### src/rtl/cpu_ctrl_pkg.sv
// Shared opcode, ALU-code and FSM-state definitions for the sequenced control unit.
package cpu_ctrl_pkg;

   typedef enum logic [1:0] {FETCH, EXEC, MUL_WAIT, HALTED} state_e;

   // Full-width opcodes take priority over the op4 field decode
   localparam logic [7:0] OPC_NOP = 8'h00;
   localparam logic [7:0] OPC_LSL = 8'h01;
   localparam logic [7:0] OPC_LSR = 8'h02;
   localparam logic [7:0] OPC_CIR = 8'h03;
   localparam logic [7:0] OPC_CIL = 8'h04;
   localparam logic [7:0] OPC_ASR = 8'h05;
   localparam logic [7:0] OPC_INC = 8'h06;
   localparam logic [7:0] OPC_DEC = 8'h07;
   localparam logic [7:0] OPC_HLT = 8'hFF;

   localparam logic [3:0] OP4_ADD   = 4'h1;
   localparam logic [3:0] OP4_SUB   = 4'h2;
   localparam logic [3:0] OP4_MUL   = 4'h3;
   localparam logic [3:0] OP4_AND   = 4'h5;
   localparam logic [3:0] OP4_XOR   = 4'h6;
   localparam logic [3:0] OP4_CMP   = 4'h7;
   localparam logic [3:0] OP4_BR    = 4'h8;
   localparam logic [3:0] OP4_MOVAR = 4'h9;
   localparam logic [3:0] OP4_MOVRA = 4'hA;
   localparam logic [3:0] OP4_RET   = 4'hB;
   localparam logic [3:0] OP4_CALL  = 4'hC;

   localparam logic [3:0] ALU_NOP = 4'b0000;
   localparam logic [3:0] ALU_ADD = 4'b0001;
   localparam logic [3:0] ALU_SUB = 4'b0010;
   localparam logic [3:0] ALU_MUL = 4'b0011;
   localparam logic [3:0] ALU_LSL = 4'b0100;
   localparam logic [3:0] ALU_LSR = 4'b0101;
   localparam logic [3:0] ALU_CIR = 4'b0110;
   localparam logic [3:0] ALU_CIL = 4'b0111;
   localparam logic [3:0] ALU_ASR = 4'b1000;
   localparam logic [3:0] ALU_AND = 4'b1001;
   localparam logic [3:0] ALU_XOR = 4'b1010;
   localparam logic [3:0] ALU_CMP = 4'b1011;
   localparam logic [3:0] ALU_INC = 4'b1100;
   localparam logic [3:0] ALU_DEC = 4'b1101;
   localparam logic [3:0] ALU_MOV = 4'b1110;

endpackage

### src/rtl/seq_control_unit_ret_stack.sv
// Return-address stack: push/pop with full/empty status; top reads 0 when empty.
module ret_stack #(
   parameter int STACK_DEPTH = 4,
   parameter int PC_W        = 8
) (
   input  logic            clk,
   input  logic            rst,
   input  logic            push,
   input  logic            pop,
   input  logic [PC_W-1:0] din,
   output logic [PC_W-1:0] top,
   output logic            full,
   output logic            empty
);

   localparam int SP_W = $clog2(STACK_DEPTH + 1);

   logic [PC_W-1:0] mem_q [STACK_DEPTH];
   logic [PC_W-1:0] mem_d [STACK_DEPTH];
   logic [SP_W-1:0] sp_q, sp_d;

   assign full  = (sp_q == SP_W'(STACK_DEPTH));
   assign empty = (sp_q == '0);
   assign top   = empty ? '0 : mem_q[sp_q - SP_W'(1)];

   always_comb begin
      mem_d = mem_q;
      sp_d  = sp_q;
      if (push && !full) begin
         mem_d[sp_q] = din;
         sp_d        = sp_q + SP_W'(1);
      end else if (pop && !empty) begin
         sp_d = sp_q - SP_W'(1);
      end
   end

   always_ff @(posedge clk or posedge rst) begin
      if (rst) begin
         sp_q <= '0;
         for (int unsigned i = 0; i < STACK_DEPTH; i++) mem_q[i] <= '0;
      end else begin
         sp_q  <= sp_d;
         mem_q <= mem_d;
      end
   end

endmodule

### src/rtl/seq_control_unit.sv
// Multi-cycle control unit: FETCH/EXEC/MUL_WAIT/HALTED sequencing, IR latch,
// strobe decode from the latched IR, stretched MUL and CALL/RET return stack.
module seq_control_unit
   import cpu_ctrl_pkg::*;
#(
   parameter int INSTR_W     = 8,
   parameter int PC_W        = 8,
   parameter int STACK_DEPTH = 4,
   parameter int MUL_CYCLES  = 3
) (
   input  logic               clk,
   input  logic               rst,
   input  logic [INSTR_W-1:0] instr_in,
   input  logic               instr_valid,
   input  logic               cb_in,
   input  logic [PC_W-1:0]    pc_in,
   output logic               ir_load,
   output logic               rf_we,
   output logic [3:0]         alu_op,
   output logic               pc_load,
   output logic               pc_sel,
   output logic               pc_inc,
   output logic               acc_we,
   output logic               ext_we,
   output logic               cb_we,
   output logic [PC_W-1:0]    ret_addr,
   output logic               halt,
   output logic               stack_overflow,
   output logic               stack_underflow
);

   localparam int CNT_W = (MUL_CYCLES > 1) ? $clog2(MUL_CYCLES) : 1;

   state_e             state_q, state_d;
   logic [INSTR_W-1:0] ir_q, ir_d;
   logic [CNT_W-1:0]   cnt_q, cnt_d;
   logic               ovf_q, ovf_d, unf_q, unf_d;
   logic               push, pop, stk_full, stk_empty;
   logic [3:0]         op4;

   assign op4             = ir_q[INSTR_W-1 -: 4];
   assign stack_overflow  = ovf_q;
   assign stack_underflow = unf_q;

   ret_stack #(.STACK_DEPTH(STACK_DEPTH), .PC_W(PC_W)) u_stack (
      .clk   (clk),
      .rst   (rst),
      .push  (push),
      .pop   (pop),
      .din   (pc_in + PC_W'(1)),
      .top   (ret_addr),
      .full  (stk_full),
      .empty (stk_empty)
   );

   always_comb begin
      state_d = state_q;
      ir_d    = ir_q;
      cnt_d   = cnt_q;
      ovf_d   = ovf_q;
      unf_d   = unf_q;
      push    = 1'b0;
      pop     = 1'b0;
      ir_load = 1'b0;
      rf_we   = 1'b0;
      alu_op  = ALU_NOP;
      pc_load = 1'b0;
      pc_sel  = 1'b0;
      pc_inc  = 1'b0;
      acc_we  = 1'b0;
      ext_we  = 1'b0;
      cb_we   = 1'b0;
      halt    = 1'b0;
      unique case (state_q)
         FETCH: begin
            // gated by rst so no fetch strobe escapes while reset is held
            if (instr_valid && !rst) begin
               ir_load = 1'b1;
               ir_d    = instr_in;
               state_d = EXEC;
            end
         end
         EXEC: begin
            state_d = FETCH;
            case (ir_q)
               INSTR_W'(OPC_NOP): pc_inc = 1'b1;
               INSTR_W'(OPC_LSL): begin alu_op = ALU_LSL; acc_we = 1'b1; pc_inc = 1'b1; end
               INSTR_W'(OPC_LSR): begin alu_op = ALU_LSR; acc_we = 1'b1; pc_inc = 1'b1; end
               INSTR_W'(OPC_CIR): begin alu_op = ALU_CIR; acc_we = 1'b1; pc_inc = 1'b1; end
               INSTR_W'(OPC_CIL): begin alu_op = ALU_CIL; acc_we = 1'b1; pc_inc = 1'b1; end
               INSTR_W'(OPC_ASR): begin alu_op = ALU_ASR; acc_we = 1'b1; pc_inc = 1'b1; end
               INSTR_W'(OPC_INC): begin alu_op = ALU_INC; acc_we = 1'b1; cb_we = 1'b1; pc_inc = 1'b1; end
               INSTR_W'(OPC_DEC): begin alu_op = ALU_DEC; acc_we = 1'b1; cb_we = 1'b1; pc_inc = 1'b1; end
               INSTR_W'(OPC_HLT): state_d = HALTED;
               default: begin
                  case (op4)
                     OP4_ADD:   begin alu_op = ALU_ADD; acc_we = 1'b1; cb_we = 1'b1; pc_inc = 1'b1; end
                     OP4_SUB:   begin alu_op = ALU_SUB; acc_we = 1'b1; cb_we = 1'b1; pc_inc = 1'b1; end
                     OP4_AND:   begin alu_op = ALU_AND; acc_we = 1'b1; pc_inc = 1'b1; end
                     OP4_XOR:   begin alu_op = ALU_XOR; acc_we = 1'b1; pc_inc = 1'b1; end
                     OP4_CMP:   begin alu_op = ALU_CMP; cb_we = 1'b1; pc_inc = 1'b1; end
                     OP4_MOVAR: begin alu_op = ALU_MOV; acc_we = 1'b1; pc_inc = 1'b1; end
                     OP4_MOVRA: begin rf_we = 1'b1; pc_inc = 1'b1; end
                     OP4_BR: begin
                        pc_load = cb_in;
                        pc_inc  = !cb_in;
                     end
                     OP4_CALL: begin
                        if (!stk_full) begin
                           push    = 1'b1;
                           pc_load = 1'b1;
                        end else begin
                           ovf_d  = 1'b1;
                           pc_inc = 1'b1;
                        end
                     end
                     OP4_RET: begin
                        if (!stk_empty) begin
                           pop     = 1'b1;
                           pc_load = 1'b1;
                           pc_sel  = 1'b1;
                        end else begin
                           unf_d  = 1'b1;
                           pc_inc = 1'b1;
                        end
                     end
                     OP4_MUL: begin
                        alu_op = ALU_MUL;
                        if (MUL_CYCLES == 1) begin
                           acc_we = 1'b1;
                           ext_we = 1'b1;
                           pc_inc = 1'b1;
                        end else begin
                           state_d = MUL_WAIT;
                           cnt_d   = CNT_W'(MUL_CYCLES - 2);
                        end
                     end
                     default: pc_inc = 1'b1;
                  endcase
               end
            endcase
         end
         MUL_WAIT: begin
            alu_op = ALU_MUL;
            if (cnt_q == '0) begin
               acc_we  = 1'b1;
               ext_we  = 1'b1;
               pc_inc  = 1'b1;
               state_d = FETCH;
            end else begin
               cnt_d = cnt_q - CNT_W'(1);
            end
         end
         HALTED: halt = 1'b1;
         default: state_d = FETCH;
      endcase
   end

   always_ff @(posedge clk or posedge rst) begin
      if (rst) begin
         state_q <= FETCH;
         ir_q    <= '0;
         cnt_q   <= '0;
         ovf_q   <= 1'b0;
         unf_q   <= 1'b0;
      end else begin
         state_q <= state_d;
         ir_q    <= ir_d;
         cnt_q   <= cnt_d;
         ovf_q   <= ovf_d;
         unf_q   <= unf_d;
      end
   end

endmodule

### config.mk
export PLATFORM = sky130hd
export DESIGN_NAME = seq_control_unit
export DESIGN_NICKNAME = d
export VERILOG_FILES = /design/src/rtl/cpu_ctrl_pkg.sv /design/src/rtl/seq_control_unit_ret_stack.sv /design/src/rtl/seq_control_unit.sv
export SDC_FILE = /design/constraint.sdc
export NUM_CORES = 1
export LEC_CHECK = 0
export CORE_MARGIN = 3
export CORE_UTILIZATION = 30
export CTS_CLUSTER_DIAMETER = 30
export DETAILED_ROUTE_END_ITERATION = 8
export GPL_ROUTABILITY_DRIVEN = 0
export PLACE_DENSITY = 0.58
export SETUP_SLACK_MARGIN = 0.02
export SLEW_MARGIN = 0
export SYNTH_ARGS = -nofsm -noshare
export SYNTH_HDL_FRONTEND = slang
export SYNTH_SLANG_ARGS = --single-unit
### constraint.sdc
create_clock -name clk -period 3.57 [get_ports clk]
set_input_delay 0.714 -clock clk [delete_from_list [all_inputs] [get_ports clk]]
set_output_delay 0.714 -clock clk [all_outputs]
set_load 0.01 [all_outputs]
* After elaboration in Yosys (flattened, before gate mapping)
Cells that the tools add are included.
** Operators by class
- Equality and inequality tests :: 28
- Divide/modulo/power cells :: 0
- Muxes and demuxes :: 51
- Shifts and indexed selects :: 0
- Add/sub/neg operators :: 4
- Reductions and logical operators :: 28
- Magnitude comparators :: 3
- $mul :: 0
- Bitwise operators :: 3
** Operator list (number)
- 32-bit bitwise mux :: 1
- 8-bit by 3-bit equality test with 1-bit output (second input constant) :: 4
- 8-bit 2-to-1 mux :: 4
- 4-bit one-hot mux with 8 select lines :: 1
- 4-bit one-hot mux with 7 select lines :: 1
- 1-bit 2-to-1 mux :: 23
- 4-bit equality test (second input constant) :: 5
- 8-bit binary-select mux with 2-bit select :: 1
- 8-bit demux with 2-bit select :: 1
- 8-bit by 2-bit equality test with 1-bit output (second input constant) :: 2
- 7-bit OR reduction :: 2
- 4-bit by 3-bit equality test with 1-bit output (second input constant) :: 3
- 2-bit 2-to-1 mux :: 6
- 4-bit AND reduction :: 3
- 2-bit inequality test (second input constant) :: 5
- 1-bit one-hot mux with 2 select lines :: 5
- 9-bit OR reduction :: 1
- 8-bit by 1-bit adder with 8-bit output (second input constant) :: 1
- 4-bit by 2-bit equality test with 1-bit output (second input constant) :: 2
- 8-bit by 1-bit equality test with 1-bit output (second input constant) :: 1
- 8-bit equality test (second input constant) :: 1
- 4-bit by 3-bit >= comparator with 1-bit output (second input constant) :: 2
- 8-bit logical NOT :: 1
- 3-bit NOT with 4-bit output :: 2
- 27 further kinds :: 39
** Storage, ports and cells
- Flip-flop bits (word level) :: 49
- Memories kept :: 0
- Memory bits (writable) :: 0
- Bits in latches :: 0
- Bits of input ports :: 20
- Bits in read-only memories :: 0

* Depth between registers and ports, before layout
- Word-level depth :: 8
- Gate-level depth with buffers :: 8
- Depth with buffers taken out :: 7

* Hierarchy
Synthesis repeated with hierarchy kept, for this count alone.
** Second synthesis, totals
- Cells, all modules :: 270
- Area total of the unflattened synthesis :: 3200.6 um^2
** By module, submodules not included
- ret_stack :: instances 1, area each 1951.9 um^2, cells an instance 122, seq. area each 875.8 um^2
- seq_control_unit :: instances 1, area each 1248.7 um^2, cells an instance 148, seq. area each 350.3 um^2

* Least setup slack after synthesis
Ideal clock, no wire load.
- Kind :: input to output
- From :: input port rst
- To :: output port ir_load
- Buffers on the path :: 0
- Path slack :: 0.342 ns
- Stages :: 3
- Arrival time :: 2.514 ns
- Cell sequence :: inv_1 nand3_1 inv_1
** On the way
- Longest elaborated chain between the ends :: 4
** Ends and longest elaborated chain
- start, declared :: line seq_control_unit.sv:12 : input logic rst,
- 1-bit logical NOT (no source line)
- 1-bit logical AND :: line seq_control_unit.sv:77 : if (instr_valid && !rst) begin
- 1-bit 2-to-1 mux :: line seq_control_unit.sv:77
- 1-bit 2-to-1 mux :: line seq_control_unit.sv:74 : unique case (state_q)
- end, declared :: line seq_control_unit.sv:17 : output logic ir_load,
Every way passes these cells.

* Worst setup path in the final report
- From :: register ir_q[5]
- To :: output port acc_we
** On the way
- Longest elaborated chain between the ends :: 5
- Elaborated cells on any way between the ends :: 20
** Ends and longest elaborated chain
- start, declared :: line seq_control_unit.sv:35 : logic [INSTR_W-1:0] ir_q, ir_d;
- start signal, assigned :: line seq_control_unit.sv:168 : ir_q <= ir_d;
- 4-bit by 2-bit equality test with 1-bit output, or another cell as far along :: line seq_control_unit.sv:96 : case (op4)
- 5-bit OR reduction (no source line)
- 1-bit 2-to-1 mux :: line seq_control_unit.sv:96
- 1-bit one-hot mux with 2 select lines (*) :: line seq_control_unit.sv:85 : case (ir_q)
- 1-bit one-hot mux with 2 select lines (*) :: line seq_control_unit.sv:74
- end, declared :: line seq_control_unit.sv:23 : output logic acc_we,
Every way passes the cells marked *; elsewhere a longest branch is shown, timed or not.

==> results.json <==
{
  "status": "finished, final reports clean",
  "yosysWarnings": 0,
  "cts_root_buf": "clkbuf_8",
  "synthesis.nets": 314,
  "p_clk_share_pct": 10.7,
  "drtAntennaViolNets": 0,
  "post_cts_resized": 0,
  "crit_fanout": 15,
  "hold_depth": 2,
  "synthMuxAreaShare_pct": 18.0,
  "path_class": "reg -> out",
  "via_count": 2166,
  "clk_pin_slew_ns": 0.09,
  "crit_slowest_cell": "dfrtp_1",
  "ys_ff_latch": 49,
  "rr_worst_depth": 6,
  "antenna_cells": 0,
  "synth.yosys.seq_area_share_pct": 40.7,
  "switching_share_pct": 37.3,
  "pwr-share-comb_pct": 54.5,
  "nets": 353,
  "leakage_uw": 0.00158,
  "start_kind": "flop",
  "core_mm2": 0.00950,
  "ys.flop_type": "dfrtp_1",
  "synth_xor_area_share_pct": 4.65,
  "pwr-share-seq_pct": 34.8,
  "slew_headroom_pct": 54.2,
  "min_period_over_period_pct": 91.1,
  "initial_core_util_pct": 31.7,
  "ctsHoldBuffers": 0,
  "finalClockSkew_ns": 0.00997,
  "port_buffers": 42,
  "internal-power_uw": 1910,
  "maxCapViolCount": 0,
  "fmax_ghz": 0.308,
  "cp.arrival_ns": 2.54,
  "die_x_um": 106,
  "finalCriticalPeriod_ns": 3.25,
  "power.total_uw": 3050,
  "cts.sinks": 49,
  "die_y_um": 106,
  "p_per_area_mw_per_mm2": 838,
  "cp.required_ns": 2.86,
  "dr.pass1.iters": 4,
  "drc_errors": 0,
  "cp_num_buf_inv": 1,
  "synth_edf_count": 0,
  "htree_levels": 2,
  "placementRows": 35,
  "grt_pass1_vias": 2252,
  "fin_ws_ns": 0.319,
  "rr_endpoint": "u_stack.mem_q[25]",
  "grt_overflow": 0,
  "slowest_delay_ns": 0.56,
  "hp-class": "reg -> reg",
  "synth-simple-area-share_pct": 15.8,
  "tightest_slew_ns": 0.685,
  "setup_violations": 0,
  "drt-total-wl_um": 6690,
  "holdPathEnd": "u_stack.mem_q[4]",
  "hold_violations": 0,
  "place_ws_ns": 0.554,
  "end_kind": "output port",
  "synthAdderAreaFrac_pct": 5.82,
  "ir_worst_vdd_v": 0.000240,
  "final_common_cell": "dfrtp_1",
  "drive_gt1_share_pct": 15.3,
  "synth_top_family_by_area": "multiplexers",
  "via_per_inst": 4.82,
  "clock_latency_ns": 0.30,
  "grt_pass1_wl_um": 11200,
  "syn_inst": 280,
  "min-delay-start": "u_stack.mem_q[4]",
  "crit_family": "simple AND/OR/NAND/NOR gates",
  "drtIter0Drc": 81,
  "cts_max_path_buffers": 2,
  "slew_viol_final": 0,
  "fin_tns_setup_ns": 0,
  "fillCellCount": 934,
  "synth_compound_area_share_pct": 10.3,
  "syn2layout_area_growth_pct": 20.9,
  "synthesis.area_mm2": 0.00301,
  "cts_tree": "yes",
  "cts_setup_buffers": 0,
  "io_pins": 43,
  "ys_types": 49,
  "syn_avg_cell_area_um2": 10.8,
  "r2r_setup_slack_ns": 1.20,
  "dp_hpwl_um": 4890,
  "final_cell_mix": "dfrtp_1, clkdlybuf4s50_1, nand2_1",
  "wl_per_cell_um": 14.9,
  "rsz0062_at_grt": "no",
  "path_cells": "nor2_1 -> nor4b_2 -> a21oi_1 -> o21ai_0 -> clkdlybuf4s50_1",
  "reg2reg_from": "u_stack.sp_q[1]",
  "gr-usage-all-layers_pct": 12.3,
  "async_reset_ff_share_pct": 100,
  "p_sw_uw": 1140,
  "cts_buffers": 5,
  "grt_max_degree": 50,
  "die_area_mm2": 0.0113,
  "antenna_found_initial": 0
}
==> tightest hold or removal path, stage by stage (launching register included) <==
cell and delay [ns]:
dfrtp_1 0.36, nand2_1 0.05, o21ai_0 0.06
==> stage by stage <==
| stage | instances | util (%) | instance area [um2] | hold WS (ns) |
|---|---|---|---|---|
| after floorplan | 280 | - | 3010 | 0.445 |
| after global placement | 441 | 37.4 | 3550 | 0.459 |
| after detailed placement | 441 | 37.4 | 3550 | 0.471 |
| after CTS | 449 | 38.3 | 3640 | 0.493 |
| after global routing | 449 | 38.3 | 3640 | 0.504 |
| final | 449 | 38.3 | 3640 | 0.490 |
==> synth_stat cells (2+ instances only) <==
master | number | area, um2
a211oi_1 | 3 | 22.5
a21oi_1 | 8 | 40.0
a22o_1 | 2 | 17.5
a31oi_1 | 2 | 12.5
and3_1 | 6 | 37.5
buf_2 | 5 | 25.0
buf_6 | 2 | 22.5
clkbuf_1 | 8 | 30.0
dfrtp_1 | 49 | 1230
ha_1 | 14 | 175
inv_1 | 17 | 63.8
mux2_2 | 10 | 113
mux2_4 | 14 | 210
mux2i_1 | 4 | 40.0
mux4_2 | 8 | 180
nand2_1 | 26 | 97.6
nand2b_1 | 4 | 25.0
nand3_1 | 11 | 55.1
nand4bb_1 | 2 | 22.5
nor2_1 | 9 | 33.8
nor2b_1 | 12 | 75.1
nor3_1 | 2 | 10.0
o21ai_0 | 17 | 85.1
o221ai_1 | 2 | 17.5
o22a_1 | 2 | 17.5
o31ai_1 | 2 | 15.0
or2_1 | 2 | 12.5
or3_1 | 2 | 12.5
xnor2_1 | 10 | 87.6
xor2_1 | 6 | 52.6
==> how the worst max path moves through the flow <==
stage	from	endpoint	slack, ns	depth (start not counted)
after CTS	ir_q[5]	acc_we	0.31	5
after global placement	cb_in	pc_load	0.59	5
after global routing	ir_q[5]	acc_we	0.12	5
after floorplan	rst	ir_load	0.34	3
after detailed placement	cb_in	pc_load	0.55	5
final	ir_q[5]	acc_we	0.32	5
==> power by group through the flow <==
stage | sequential (uW) | combinational (uW) | clock, uW
4_1_cts | 1060 | 1690 | 341
3_3_place_gp | 1050 | 1660 | 0
6_report | 1060 | 1660 | 326
5_1_grt | 1110 | 1830 | 363
3_5_place_dp | 1070 | 1680 | 0
2_1_floorplan | 951 | 1180 | 0
==> registers in the layout, indices dropped and copies added (netlist names) <==
signal	cells
ir_q	8
cnt_q	2
stack_underflow	1
stack_overflow	1
u_stack.mem_q	32
u_stack.sp_q	3
state_q	2
==> metal layers <==
metal	global-route usage (%)	part of all wire, %	vias to the layer above
li1	-	-	1071
met1	16.4	47	1073
met2	21.1	51	15
met3	1.76	1.4	7
met4	2.96	1.1	0
met5	0	0	-
==> final cells by class <==
type	count	area [um2]	area share [%]
Clock buffer	6	72.6	1.99
Clock inverter	2	13.8	0.378
Inverter	17	63.8	1.75
Multi-Input combinational cell	199	1640	45.2
Sequential cell	49	1230	33.7
Tap cell	129	161	4.43
Timing Repair Buffer	47	458	12.6
==> logic make-up (layout without fill, tap and decap cells) <==
logic type | after synthesis | after routing
AND/OR/NAND/NOR | 85 | 85
flip-flops | 49 | 49
AO/OA/AOI/OAI | 48 | 48
multiplexers | 36 | 36
buffers and inverters | 32 | 72
XOR/XNOR | 16 | 16
adder cells (fa/ha/maj) | 14 | 14
Power figures use the tool's default switching activity.
